===== src/rtl/keypad_scanner.sv =====
// Row-scanning, debouncing 5x4 keypad front end for the calculator control FSM.
// Produces one single-cycle event pulse per accepted key press, with no auto-repeat.
module keypad_scanner #(
    parameter int SCAN_DIV       = 4,
    parameter int DEBOUNCE_SCANS = 3
) (
    input  logic       clock,
    input  logic       reset,
    input  logic [3:0] col_n,
    output logic [4:0] row_n,
    output logic       dig_in,
    output logic       op_in,
    output logic       ex_in,
    output logic       bksp_in,
    output logic       reset_in,
    output logic       MS_in,
    output logic       MR_in,
    output logic       MC_in,
    output logic [3:0] digit,
    output logic [1:0] op_code,
    output logic       key_held
);

    localparam int DW = $clog2(SCAN_DIV);
    localparam int CW = $clog2(DEBOUNCE_SCANS + 1);

    typedef enum logic [1:0] {
        IDLE         = 2'd0,
        PRESS_WAIT   = 2'd1,
        HELD         = 2'd2,
        RELEASE_WAIT = 2'd3
    } state_t;

    logic [3:0]    col_meta_r;
    logic [3:0]    col_sync_r;
    logic [2:0]    row_r;
    logic [DW-1:0] dwell_r;
    logic [1:0]    acc_cnt_r;
    logic [4:0]    acc_idx_r;
    state_t        state_r;
    state_t        state_s;
    logic [CW-1:0] cnt_r;
    logic [CW-1:0] cnt_s;
    logic [CW-1:0] cnt_inc_s;
    logic [4:0]    cand_r;
    logic [4:0]    cand_s;
    logic          key_held_s;
    logic          emit_s;
    logic          sample_s;
    logic          frame_done_s;
    logic [3:0]    hits_s;
    logic [1:0]    row_cnt_s;
    logic [1:0]    row_col_s;
    logic [1:0]    base_cnt_s;
    logic [4:0]    base_idx_s;
    logic [2:0]    sum_s;
    logic [1:0]    frame_cnt_s;
    logic [4:0]    frame_idx_s;
    logic          is_none_s;
    logic          is_key_s;

    assign sample_s     = (dwell_r == DW'(SCAN_DIV - 1));
    assign frame_done_s = sample_s && (row_r == 3'd4);
    assign hits_s       = ~col_sync_r;
    assign is_none_s    = (frame_cnt_s == 2'd0);
    assign is_key_s     = (frame_cnt_s == 2'd1);
    assign cnt_inc_s    = (cnt_r == CW'(DEBOUNCE_SCANS)) ? cnt_r : cnt_r + CW'(1);

    // Two-flop synchroniser for the asynchronous column inputs
    always_ff @(posedge clock) begin
        if (reset) begin
            col_meta_r <= 4'hF;
            col_sync_r <= 4'hF;
        end else begin
            col_meta_r <= col_n;
            col_sync_r <= col_meta_r;
        end
    end

    // Free-running dwell/row counters and one-hot active-low row drive
    always_ff @(posedge clock) begin
        if (reset) begin
            dwell_r <= '0;
            row_r   <= 3'd0;
            row_n   <= 5'b11110;
        end else if (sample_s) begin
            dwell_r <= '0;
            row_r   <= (row_r == 3'd4) ? 3'd0 : row_r + 3'd1;
            row_n   <= (row_r == 3'd4) ? 5'b11110 : {row_n[3:0], row_n[4]};
        end else begin
            dwell_r <= dwell_r + DW'(1);
        end
    end

    // Classify this row's columns and fold them into the running frame code (count saturates at 2)
    always_comb begin
        row_cnt_s = 2'd0;
        row_col_s = 2'd0;
        for (int c = 0; c < 4; c++) begin
            if (hits_s[c]) begin
                row_cnt_s = (row_cnt_s == 2'd2) ? 2'd2 : row_cnt_s + 2'd1;
                row_col_s = 2'(c);
            end else begin
                row_cnt_s = row_cnt_s;
            end
        end
        base_cnt_s  = (row_r == 3'd0) ? 2'd0 : acc_cnt_r;
        base_idx_s  = (row_r == 3'd0) ? 5'd0 : acc_idx_r;
        sum_s       = {1'b0, base_cnt_s} + {1'b0, row_cnt_s};
        frame_cnt_s = (sum_s >= 3'd2) ? 2'd2 : sum_s[1:0];
        frame_idx_s = (row_cnt_s == 2'd1) ? ({row_r[2:0], 2'b00} + {3'b000, row_col_s}) : base_idx_s;
    end

    // Frame code accumulator, updated at every row sample
    always_ff @(posedge clock) begin
        if (reset) begin
            acc_cnt_r <= 2'd0;
            acc_idx_r <= 5'd0;
        end else if (sample_s) begin
            acc_cnt_r <= frame_cnt_s;
            acc_idx_r <= frame_idx_s;
        end else begin
            acc_cnt_r <= acc_cnt_r;
            acc_idx_r <= acc_idx_r;
        end
    end

    // Debounce FSM state register; reset waits for a release so a key held through reset is ignored
    always_ff @(posedge clock) begin
        if (reset) begin
            state_r  <= RELEASE_WAIT;
            cnt_r    <= '0;
            cand_r   <= 5'd0;
            key_held <= 1'b0;
        end else begin
            state_r  <= state_s;
            cnt_r    <= cnt_s;
            cand_r   <= cand_s;
            key_held <= key_held_s;
        end
    end

    // Debounce FSM next-state logic, evaluated once per completed frame
    always_comb begin
        state_s    = state_r;
        cnt_s      = cnt_r;
        cand_s     = cand_r;
        key_held_s = key_held;
        emit_s     = 1'b0;
        if (frame_done_s) begin
            case (state_r)
                IDLE: begin
                    if (is_key_s) begin
                        cand_s = frame_idx_s;
                        cnt_s  = CW'(1);
                        if (DEBOUNCE_SCANS == 1) begin
                            emit_s     = 1'b1;
                            key_held_s = 1'b1;
                            state_s    = HELD;
                        end else begin
                            state_s = PRESS_WAIT;
                        end
                    end else begin
                        state_s = IDLE;
                    end
                end
                PRESS_WAIT: begin
                    if (is_key_s && (frame_idx_s == cand_r)) begin
                        cnt_s = cnt_inc_s;
                        if (cnt_inc_s == CW'(DEBOUNCE_SCANS)) begin
                            emit_s     = 1'b1;
                            key_held_s = 1'b1;
                            state_s    = HELD;
                        end else begin
                            state_s = PRESS_WAIT;
                        end
                    end else begin
                        cnt_s   = '0;
                        state_s = IDLE;
                    end
                end
                HELD: begin
                    if (is_none_s) begin
                        cnt_s = CW'(1);
                        if (DEBOUNCE_SCANS == 1) begin
                            key_held_s = 1'b0;
                            state_s    = IDLE;
                        end else begin
                            state_s = RELEASE_WAIT;
                        end
                    end else begin
                        state_s = HELD;
                    end
                end
                RELEASE_WAIT: begin
                    if (is_none_s) begin
                        cnt_s = cnt_inc_s;
                        if (cnt_inc_s == CW'(DEBOUNCE_SCANS)) begin
                            key_held_s = 1'b0;
                            state_s    = IDLE;
                        end else begin
                            state_s = RELEASE_WAIT;
                        end
                    end else begin
                        cnt_s   = '0;
                        state_s = HELD;
                    end
                end
                default: begin
                    state_s = IDLE;
                end
            endcase
        end else begin
            state_s = state_r;
        end
    end

    // Registered event pulses and held data values, decoded from the key map
    always_ff @(posedge clock) begin
        if (reset) begin
            dig_in   <= 1'b0;
            op_in    <= 1'b0;
            ex_in    <= 1'b0;
            bksp_in  <= 1'b0;
            reset_in <= 1'b0;
            MS_in    <= 1'b0;
            MR_in    <= 1'b0;
            MC_in    <= 1'b0;
            digit    <= 4'd0;
            op_code  <= 2'd0;
        end else begin
            dig_in   <= 1'b0;
            op_in    <= 1'b0;
            ex_in    <= 1'b0;
            bksp_in  <= 1'b0;
            reset_in <= 1'b0;
            MS_in    <= 1'b0;
            MR_in    <= 1'b0;
            MC_in    <= 1'b0;
            if (emit_s) begin
                case (cand_s)
                    5'd0:  begin dig_in <= 1'b1; digit <= 4'd1; end
                    5'd1:  begin dig_in <= 1'b1; digit <= 4'd2; end
                    5'd2:  begin dig_in <= 1'b1; digit <= 4'd3; end
                    5'd3:  begin op_in  <= 1'b1; op_code <= 2'b00; end
                    5'd4:  begin dig_in <= 1'b1; digit <= 4'd4; end
                    5'd5:  begin dig_in <= 1'b1; digit <= 4'd5; end
                    5'd6:  begin dig_in <= 1'b1; digit <= 4'd6; end
                    5'd7:  begin op_in  <= 1'b1; op_code <= 2'b01; end
                    5'd8:  begin dig_in <= 1'b1; digit <= 4'd7; end
                    5'd9:  begin dig_in <= 1'b1; digit <= 4'd8; end
                    5'd10: begin dig_in <= 1'b1; digit <= 4'd9; end
                    5'd11: begin op_in  <= 1'b1; op_code <= 2'b10; end
                    5'd12: bksp_in  <= 1'b1;
                    5'd13: begin dig_in <= 1'b1; digit <= 4'd0; end
                    5'd14: ex_in    <= 1'b1;
                    5'd15: begin op_in  <= 1'b1; op_code <= 2'b11; end
                    5'd16: reset_in <= 1'b1;
                    5'd17: MS_in    <= 1'b1;
                    5'd18: MR_in    <= 1'b1;
                    5'd19: MC_in    <= 1'b1;
                    default: dig_in <= 1'b0;
                endcase
            end else begin
                digit <= digit;
            end
        end
    end

endmodule

===== config.mk =====
export PLATFORM = sky130hd
export DESIGN_NAME = keypad_scanner
export DESIGN_NICKNAME = d
export VERILOG_FILES = /design/src/rtl/keypad_scanner.sv
export SDC_FILE = /design/constraint.sdc
export NUM_CORES = 1
export LEC_CHECK = 0
export ABC_AREA = 0
export CAP_MARGIN = 20
export CORE_MARGIN = 4
export CORE_UTILIZATION = 60
export CTS_CLUSTER_DIAMETER = 200
export CTS_CLUSTER_SIZE = 40
export DETAILED_ROUTE_END_ITERATION = 7
export GPL_ROUTABILITY_DRIVEN = 0
export PLACE_DENSITY = 0.84
export SETUP_SLACK_MARGIN = 0.15
export SYNTH_ARGS = -nofsm -noshare
export SYNTH_HDL_FRONTEND = slang
export SYNTH_SLANG_ARGS = --single-unit

===== constraint.sdc =====
create_clock -name clock -period 7.35 [get_ports clock]
set_clock_uncertainty 0.15 [all_clocks]
set_input_delay 1.47 -clock clock [delete_from_list [all_inputs] [get_ports clock]]
set_output_delay 1.47 -clock clock [all_outputs]
set_load 0.02 [all_outputs]

==> Word-level counts from Yosys, hierarchy flattened <==
Index checks and enable logic that the tools add are counted.
{ "totals": {"regBits": 49, "out_inout_bits": 20, "word_cells": 138} }
{ "op_classes": {"bitwise": 2, "n_lt_le_gt_ge": 1, "n_eq_ne": 38, "muxes": 51, "addsub": 8, "n_reduce_logical": 17} }
{ "op_table": {"columns": ["cell", "n"], "rows": [
  ["$eq A5 B4 Y1 const B", 8],
  ["$pmux W4 S10", 1],
  ["$mux W2", 19],
  ["$mux W5", 6],
  ["$pmux W2 S4", 3],
  ["$eq A5 B3 Y1 const B", 4],
  ["$eq A5 B5 Y1 const B", 4],
  ["$mux W1", 20],
  ["$eq A2 B2 Y1 const B", 8],
  ["$ne A2 B2 Y1 const B", 6],
  ["$add A2 B1 Y2 const B", 5],
  ["$eq A5 B2 Y1 const B", 2],
  ["$reduce_bool A10 Y1", 1],
  ["$reduce_or A10 Y1", 1],
  ["$eq A2 B1 Y1 const B", 3],
  ["$reduce_and A6 Y1", 1],
  ["$add A5 B2 Y5", 1],
  ["$eq A5 B1 Y1 const B", 1],
  ["$eq A5 B5 Y1", 1],
  ["$logic_not A5 Y1", 1],
  ["$logic_not A2 Y1", 2],
  ["$not A4 Y4", 1],
  ["$reduce_and A2 Y1", 2],
  ["$reduce_bool A4 Y1", 1],
  ["13 further kinds", 15]
]} }

==> Depth between registers and ports, before layout <==
Gate-level depths: netlist of run 1.
{ "depth": {"ltp_word": 21, "mapped_depth": 17} }

==> Least setup slack after synthesis of run 1 <==
OpenSTA, ideal clock, no wires.
{ "synth_path": {"path_type": "register to register", "start": "register col_sync_r[0]", "end": "register digit[3]", "n_path_buf": 1, "setup_time_ns": 0.072, "path_stages_with_launch": 17, "period_less_slack_ns": 4.161, "required_time_ns": 7.128, "path_slack_ns": 3.189, "arrival_ns": 3.940, "path_cell_list": "dfxtp_1 inv_1 ha_1 or3_4 a21boi_4 or2_2 ha_1 inv_1 fa_1 and3_1 nand2_1 nor3_2 buf_2 mux2_2 nand3_1 nor4b_2 mux2i_1"} }
{ "synth_via": {"elab_chain_len": 21, "word_cells_on_any_way": 41, "cone_classes": "4 x add/sub; 1 x order compare; 15 x eq/ne; 16 x mux; 1 x bitwise; 4 x reduce/logical"} }
{ "synth_lines": {"columns": ["element", "line", "source"], "rows": [
  ["start, declared", "35", "logic [3:0] col_sync_r;"],
  ["start signal, assigned", "76", "col_sync_r <= col_meta_r;"],
  ["$not A4 Y4 *", "64", "assign hits_s = ~col_sync_r;"],
  ["$mux W1 *", "100", "if (hits_s[c]) begin"],
  ["$add A2 B1 Y2 or $eq A2 B2 Y1 (tied branches)", "101", "row_cnt_s = (row_cnt_s == 2'd2) ? 2'd2 : row_cnt_s + 2'd1;"],
  ["$mux W2", "101", null],
  ["$mux W2 *", "100", null],
  ["$add A2 B1 Y2 or $eq A2 B2 Y1 (tied branches)", "101", null],
  ["$mux W2", "101", null],
  ["$mux W2 *", "100", null],
  ["[... 5 more ...]", null, null],
  ["$mux W2", "110", "frame_cnt_s = (sum_s >= 3'd2) ? 2'd2 : sum_s[1:0];"],
  ["$eq A2 B1 Y1", "66", "assign is_key_s = (frame_cnt_s == 2'd1);"],
  ["$mux W5", "153", "if (is_key_s) begin"],
  ["$mux W5", "151", "case (state_r)"],
  ["$mux W5", "150", "if (frame_done_s) begin"],
  ["$eq A5 B4 Y1, or another cell as far along", "241", "case (cand_s)"],
  ["$reduce_bool A10 Y1 (no source line)", null, null],
  ["$reduce_and A2 Y1 (no source line)", null, null],
  ["end signal, assigned", "265", "digit <= digit;"],
  ["end, declared", "19", "output logic [3:0] digit,"]
]} }
Mark *: on every way between the ends. The rest lies on a longest branch, timed or not.
A chain may end at the register's enable or synchronous reset.

==> Worst setup path after layout of run 1 <==
{ "layout_path": {"start": "register col_sync_r[0]", "end": "register digit[2]"} }
Same word-level chain as after synthesis.

==> results.cfg, run 1 <==
[finish]
nets = 310
syn2layout_area_growth_pct = 15.60
post-route-util_pct = 72.10
drive_above_1_share_pct = 11.82
fin_cells = 346
final_cell_mix = 49 x dfxtp_1, 27 x nor2_1, 26 x nand2_1
final_area_um2 = 2884
antenna_cells = 0
final_common_cell = dfxtp_1

[timing]
finalSetupTns_ps = 0
finalCritPeriodShare_pct = 64.77
worst_pin_slew_ps = 924.7
maxSlewViolCount = 0
slew_headroom_pct = 38.02
rsz0062_at_grt = false
max_freq_ghz = 0.2100
finalHoldViolCount = 0
period_minus_slack_ps = 4761
setup_viol_count_final = 0

[floorplanning]
core.rowCount = 23
dieHeight_um = 72.49
die_area_um2 = 5254
num_io_pins = 26
start_util_pct = 62.37
die_w_um = 72.49
core-area_um2 = 4000

[clock_network]
ctsResizeCount = 0
clock-sinks = 49
cts_buffer_depth = 2
cts_setup_buffers = 0
cts_root_buf = clkbuf_8
h-tree-depth = 2
clock_latency_ps = 300
cts_buffers = 5
cts_hold_buf = 0
cts.clk_slew.worst_paths_ps = 80
cts_tree = built

[logic_synthesis]
synthMuxAreaShare_pct = 8.325
ys_types = 58
synth_xor_area_share_pct = 2.457
synth_top_family_by_area = simple AND/OR/NAND/NOR gates
synthArstFlopShare_pct = 0
synth_compound_area_share_pct = 17.15
ys_seq_area_share_pct = 39.32
synthCells = 273
synth_area_um2 = 2495
ys_warn_count = 0
postSynthNetCount = 288
avgSynthCellArea_um2 = 9.139
synth_seq_cells = 49
synth_edf_count = 0
synth_ff_type = dfxtp_1
yosys.area_share.simple_pct = 24.52
synthAdderAreaFrac_pct = 4.814

[critical_path]
reg2reg_depth = 15
cp.required_ps = 7390
critPathMaxFanout = 13
end_kind = register
r2r-end = digit[2]
reg2reg_from = col_sync_r[0]
worstSetupPathType = register to register
arrival_ps = 4800
rrSetupSlack_ps = 2590
start_kind = register

[min_path]
whs_path_depth = 1
hold_path.class = register to register
worstHoldStart = col_meta_r[0]
hold_end = col_sync_r[0]

[pwr]
power_switching_share_pct = 22.99
pwr-share-comb_pct = 10.4
ir_drop_mv = 0.1322
power.internal_mw = 0.4039
leakagePower_nw = 1.095
pwr-share-clk_pct = 37.3
powerDensity_nw_per_um2 = 181.9
p_switching_mw = 0.1206
p_total_mw = 0.5245
seqPwrFrac_pct = 52.3

[global_routing]
grtUsageTotal_pct = 21.01
overflow = 0
antenna_found_initial = 0
grt_pass1_vias = 1975
grt_start_max_net_pins = 37
grt_pass1_wl_um = 8873

[drt]
drt_iter0_drc = 151
wire_per_inst_um = 14.85
drc = 0
wl_um = 5137
vias = 2048
firstDrtPassIters = 4
vias_per_cell = 5.919
ant_nets = 0

[place]
hpwl_um = 3613
placed_cell_area_um2 = 2768
placed_cells = 338
io_buffer_count = 25

[job]
max_cap_violations = 0

[run_status]
outcome = finished, final reports clean
-- synth_stat cells (3+ instances only) --
cell type | count | area [µm²]
nand3_1 | 7 | 35.03
xnor2_1 | 4 | 35.03
dfxtp_1 | 49 | 980.9
nand4_1 | 3 | 18.77
nand4b_1 | 3 | 26.28
o21ai_0 | 3 | 15.01
and3_1 | 3 | 18.77
and2_1 | 4 | 25.02
mux2i_1 | 12 | 120.1
nand2_1 | 26 | 97.59
nor3_1 | 16 | 80.08
clkbuf_1 | 7 | 26.28
a32oi_1 | 4 | 35.03
a21o_1 | 4 | 30.03
xor2_1 | 3 | 26.28
a21oi_1 | 14 | 70.07
ha_1 | 8 | 100.1
inv_1 | 10 | 37.54
nor2_1 | 27 | 101.4
or2_2 | 10 | 62.56
nor2b_1 | 4 | 25.02
nand2b_1 | 5 | 31.28
-- per-layer routing --
metal,track usage [%],wire length (µm),up-vias
li1,-,-,1011
met1,27.09,2394,964
met2,34.98,2426,62
met3,4.294,222,11
met4,7.172,93,0
met5,0,0,-
-- critical path: stages, from the launching register on --
cell and delay, ps:
dfxtp_1 370, inv_1 80, ha_1 360, or3_4 420
a21boi_4 190, or2_2 180, ha_1 140, inv_1 40
fa_1 510, and3_1 230, nand2_1 80, nor3_2 710
mux2_4 420, a2111oi_4 430, o2111ai_1 150, and3b_1 200
-- per-stage QoR --
step | setup slack [ps] | hold WS (ps)
global route | 2176 | 282.3
CTS | 2592 | 263.8
finish | 2589 | 262.7
detailed placement | 2641 | 244.0
floorplan | 3189 | 239.5
global placement | 2784 | 243.0
-- final cells by class --
class	count	area [µm²]
multi-input combinational	203	1429
fill	319	1116
sequential	49	980.9
timing repair buffer	26	257.7
clock buffer	7	86.33
tap	50	62.56
inverter	10	37.54
clock inverter	1	30.03
-- power groups by stage --
stage	Combinational, mW	Clock [mW]	Sequential (mW)
after floorplan	0.0414	0	0.281
after global placement	0.0532	0	0.280
after detailed placement	0.0541	0	0.281
after CTS	0.0543	0.198	0.274
after global routing	0.0598	0.210	0.275
final	0.0547	0.196	0.274
-- logic make-up (layout without fill, tap and decap cells) --
| logic type | Yosys count | in the layout |
|---|---|---|
| XOR/XNOR | 7 | 7 |
| AND/OR/NAND/NOR | 118 | 118 |
| multiplexers | 19 | 19 |
| flip-flops | 49 | 49 |
| AO/OA/AOI/OAI | 50 | 50 |
| buffers and inverters | 21 | 44 |
| adder cells (fa/ha/maj) | 9 | 9 |
-- state kept, by name, summed over array words and instances, names as in the netlist, 2 cells and up --
name and cells:
op_code 2, state_r 2, acc_idx_r 5, dwell_r 2
cand_r 5, col_meta_r 4, cnt_r 2, digit 4
row_n 5, acc_cnt_r 2, col_sync_r 4, row_r 3
-- worst max path at each step --
stage             startpoint        to  slack [ps]
5_1_grt        col_sync_r[1]  digit[3]        2180
2_1_floorplan  col_sync_r[0]  digit[3]        3190
6_report       col_sync_r[0]  digit[2]        2590
3_5_place_dp   col_sync_r[0]  digit[2]        2640
4_1_cts        col_sync_r[0]  digit[2]        2590
3_3_place_gp   col_sync_r[0]  digit[2]        2780
(Power assumes the default switching activity.)
==> run 2: changes to the inputs <==
CORE_UTILIZATION = 56   (was 60)
PLACE_DENSITY = 0.79   (was 0.84)
clock period = 4.6 ns   (was 7.35 ns; I/O delays follow)
==> run 2 against run 1 <==
First-iteration DRC count is 1.3% lower. Cell count is 1.7% higher. Via count is 0.68% lower.
==> results.cfg, run 2 (synthesis results as in run 1) <==
[floorplanning]
core.rowCount = 24
die_w_um = 74.75
die_area_um2 = 5587
num_io_pins = 26
core-area_um2 = 4324
dieHeight_um = 74.75
start_util_pct = 57.70

[drt]
met2_length_um = 2293
drt_iter0_drc = 149
ant_nets = 0
drc = 0
vias = 2034
wire_per_inst_um = 14.11
wl_met1_um = 2304
dr_wl_met3_um = 287
firstDrtPassIters = 4
maxUsedRoutingLayer = met4
wl_um = 4965
vias_per_cell = 5.778

[timing]
finalSetupTns_ps = 0
maxSlewViolCount = 0
period_minus_slack_ps = 4204
rsz0062_at_grt = false
slew_headroom_pct = 48.91
worst_pin_slew_ps = 764.0
whs_ps = 260.9
finalHoldViolCount = 0
setup_viol_count_final = 0
max_freq_ghz = 0.2378
fin_ws_ps = 395.7
finalCritPeriodShare_pct = 91.40

[global_routing]
antenna_found_initial = 0
overflow = 0
grt_pass1_wl_um = 8328
grtUsageTotal_pct = 19.12
grt_pass1_vias = 1873
grt_start_max_net_pins = 22

[run_status]
outcome = finished, final reports clean

[clock_network]
cts_buffer_depth = 2
cts_root_buf = clkbuf_8
cts_hold_buf = 0
cts_buffers = 5
h-tree-depth = 2
clock-sinks = 49
cts_tree = built
cts.clk_slew.worst_paths_ps = 80
clock_latency_ps = 300

[critical_path]
arrival_ps = 4250
start_kind = register
worstSetupPathType = register to register
critPathMaxStageDelay_ps = 520
cp.required_ps = 4640
cpMostUsedCell = inv_1
cp_slowest_cell = fa_1
path_cells = inv_1 -> ha_4 -> or3_4 -> a21boi_4 -> or2_2 -> ha_1 -> inv_1 -> fa_1 -> and3_4 -> nand2_1 -> nor3_2 -> buf_6 -> mux2_4 -> a2111oi_4 -> o2111ai_1 -> and3b_1
critPathMaxFanout = 10
end_kind = register

[pwr]
p_switching_mw = 0.1904
pwr-share-clk_pct = 31.1
power.internal_mw = 0.5758
p_total_mw = 0.7663
ir_drop_mv = 0.1869
power_switching_share_pct = 24.85
leakagePower_nw = 1.112
seqPwrFrac_pct = 57.2
pwr-share-comb_pct = 11.7
powerDensity_nw_per_um2 = 261.6

[finish]
nets = 314
fin_cells = 352
final_cell_mix = 49 x dfxtp_1, 26 x nand2_1, 26 x nor2_1
syn2layout_area_growth_pct = 17.40
final_common_cell = dfxtp_1
drive_above_1_share_pct = 14.00
largestRegisters = acc_idx_r x5, cand_r x5, row_n x5
antenna_cells = 0
fillers = 372

[min_path]
hold_path.class = register to register

[job]
max_cap_violations = 0

[place]
place_ws_ps = 294.8
io_buffer_count = 25
placed_cells = 342
hpwl_um = 3596
==> run 2: changes by cell type in the layout (fill, tap and decap cells not counted), sizes merged <==
cell / before / now
buf: 1 / 5
bufinv: 1 / 0
clkinv: 0 / 2
clkbuf: 7 / 6
==> run 2: layout make-up <==
cell class | count | area (µm²) | share of cell area [%]
clock buffer | 6 | 72.57 | 2.478
sequential | 49 | 980.9 | 33.49
multi-input combinational | 203 | 1474 | 50.32
clock inverter | 2 | 10.01 | 0.3417
timing repair buffer | 30 | 289.0 | 9.868
inverter | 10 | 37.54 | 1.282
tap | 52 | 65.06 | 2.221
==> run 2: power by group through the flow <==
stage	sequential [mW]	clock [mW]	combinational, mW
2_1_floorplan	0.448	0	0.0662
3_3_place_gp	0.448	0	0.0854
3_5_place_dp	0.448	0	0.0869
4_1_cts	0.438	0.246	0.0872
5_1_grt	0.440	0.263	0.0995
6_report	0.438	0.238	0.0897
==> run 2: critical path, delay by kind of cell, from the launching register on <==
family	cells	cell delay, ps
adder cells (fa/ha/maj)	3	940
AO/OA/AOI/OAI	3	710
AND/OR/NAND/NOR	6	1260
buffers and inverters	3	310
multiplexers	1	360
flip-flops	1	360
==> run 2: worst paths after layout <==
path	startpoint	to	slack, ps	cells past startpoint
min	col_meta_r[3]	col_sync_r[3]	260	1
min reg2reg	col_meta_r[3]	col_sync_r[3]	260	1
max reg2reg	col_sync_r[0]	digit[2]	400	16
max	col_sync_r[0]	digit[2]	400	16
==> run 2: timing repair <==
item,CTS,global route
resized for setup,0,7
endpoints found under the setup margin,0,10
setup buffers,0,1
==> run 2: per-layer routing <==
metal,global-route usage (%),vias up
met1,25.29,937
met4,6.522,0
met3,4.673,10
met5,0,-
li1,-,1030
met2,30.63,57
==> run 2: through the flow <==
stage,util [%],instance area [µm²]
finish,67.74,2929
global route,67.74,2929
CTS,66.32,2868
detailed placement,64.41,2785
global placement,64.41,2785
floorplan,-,2495
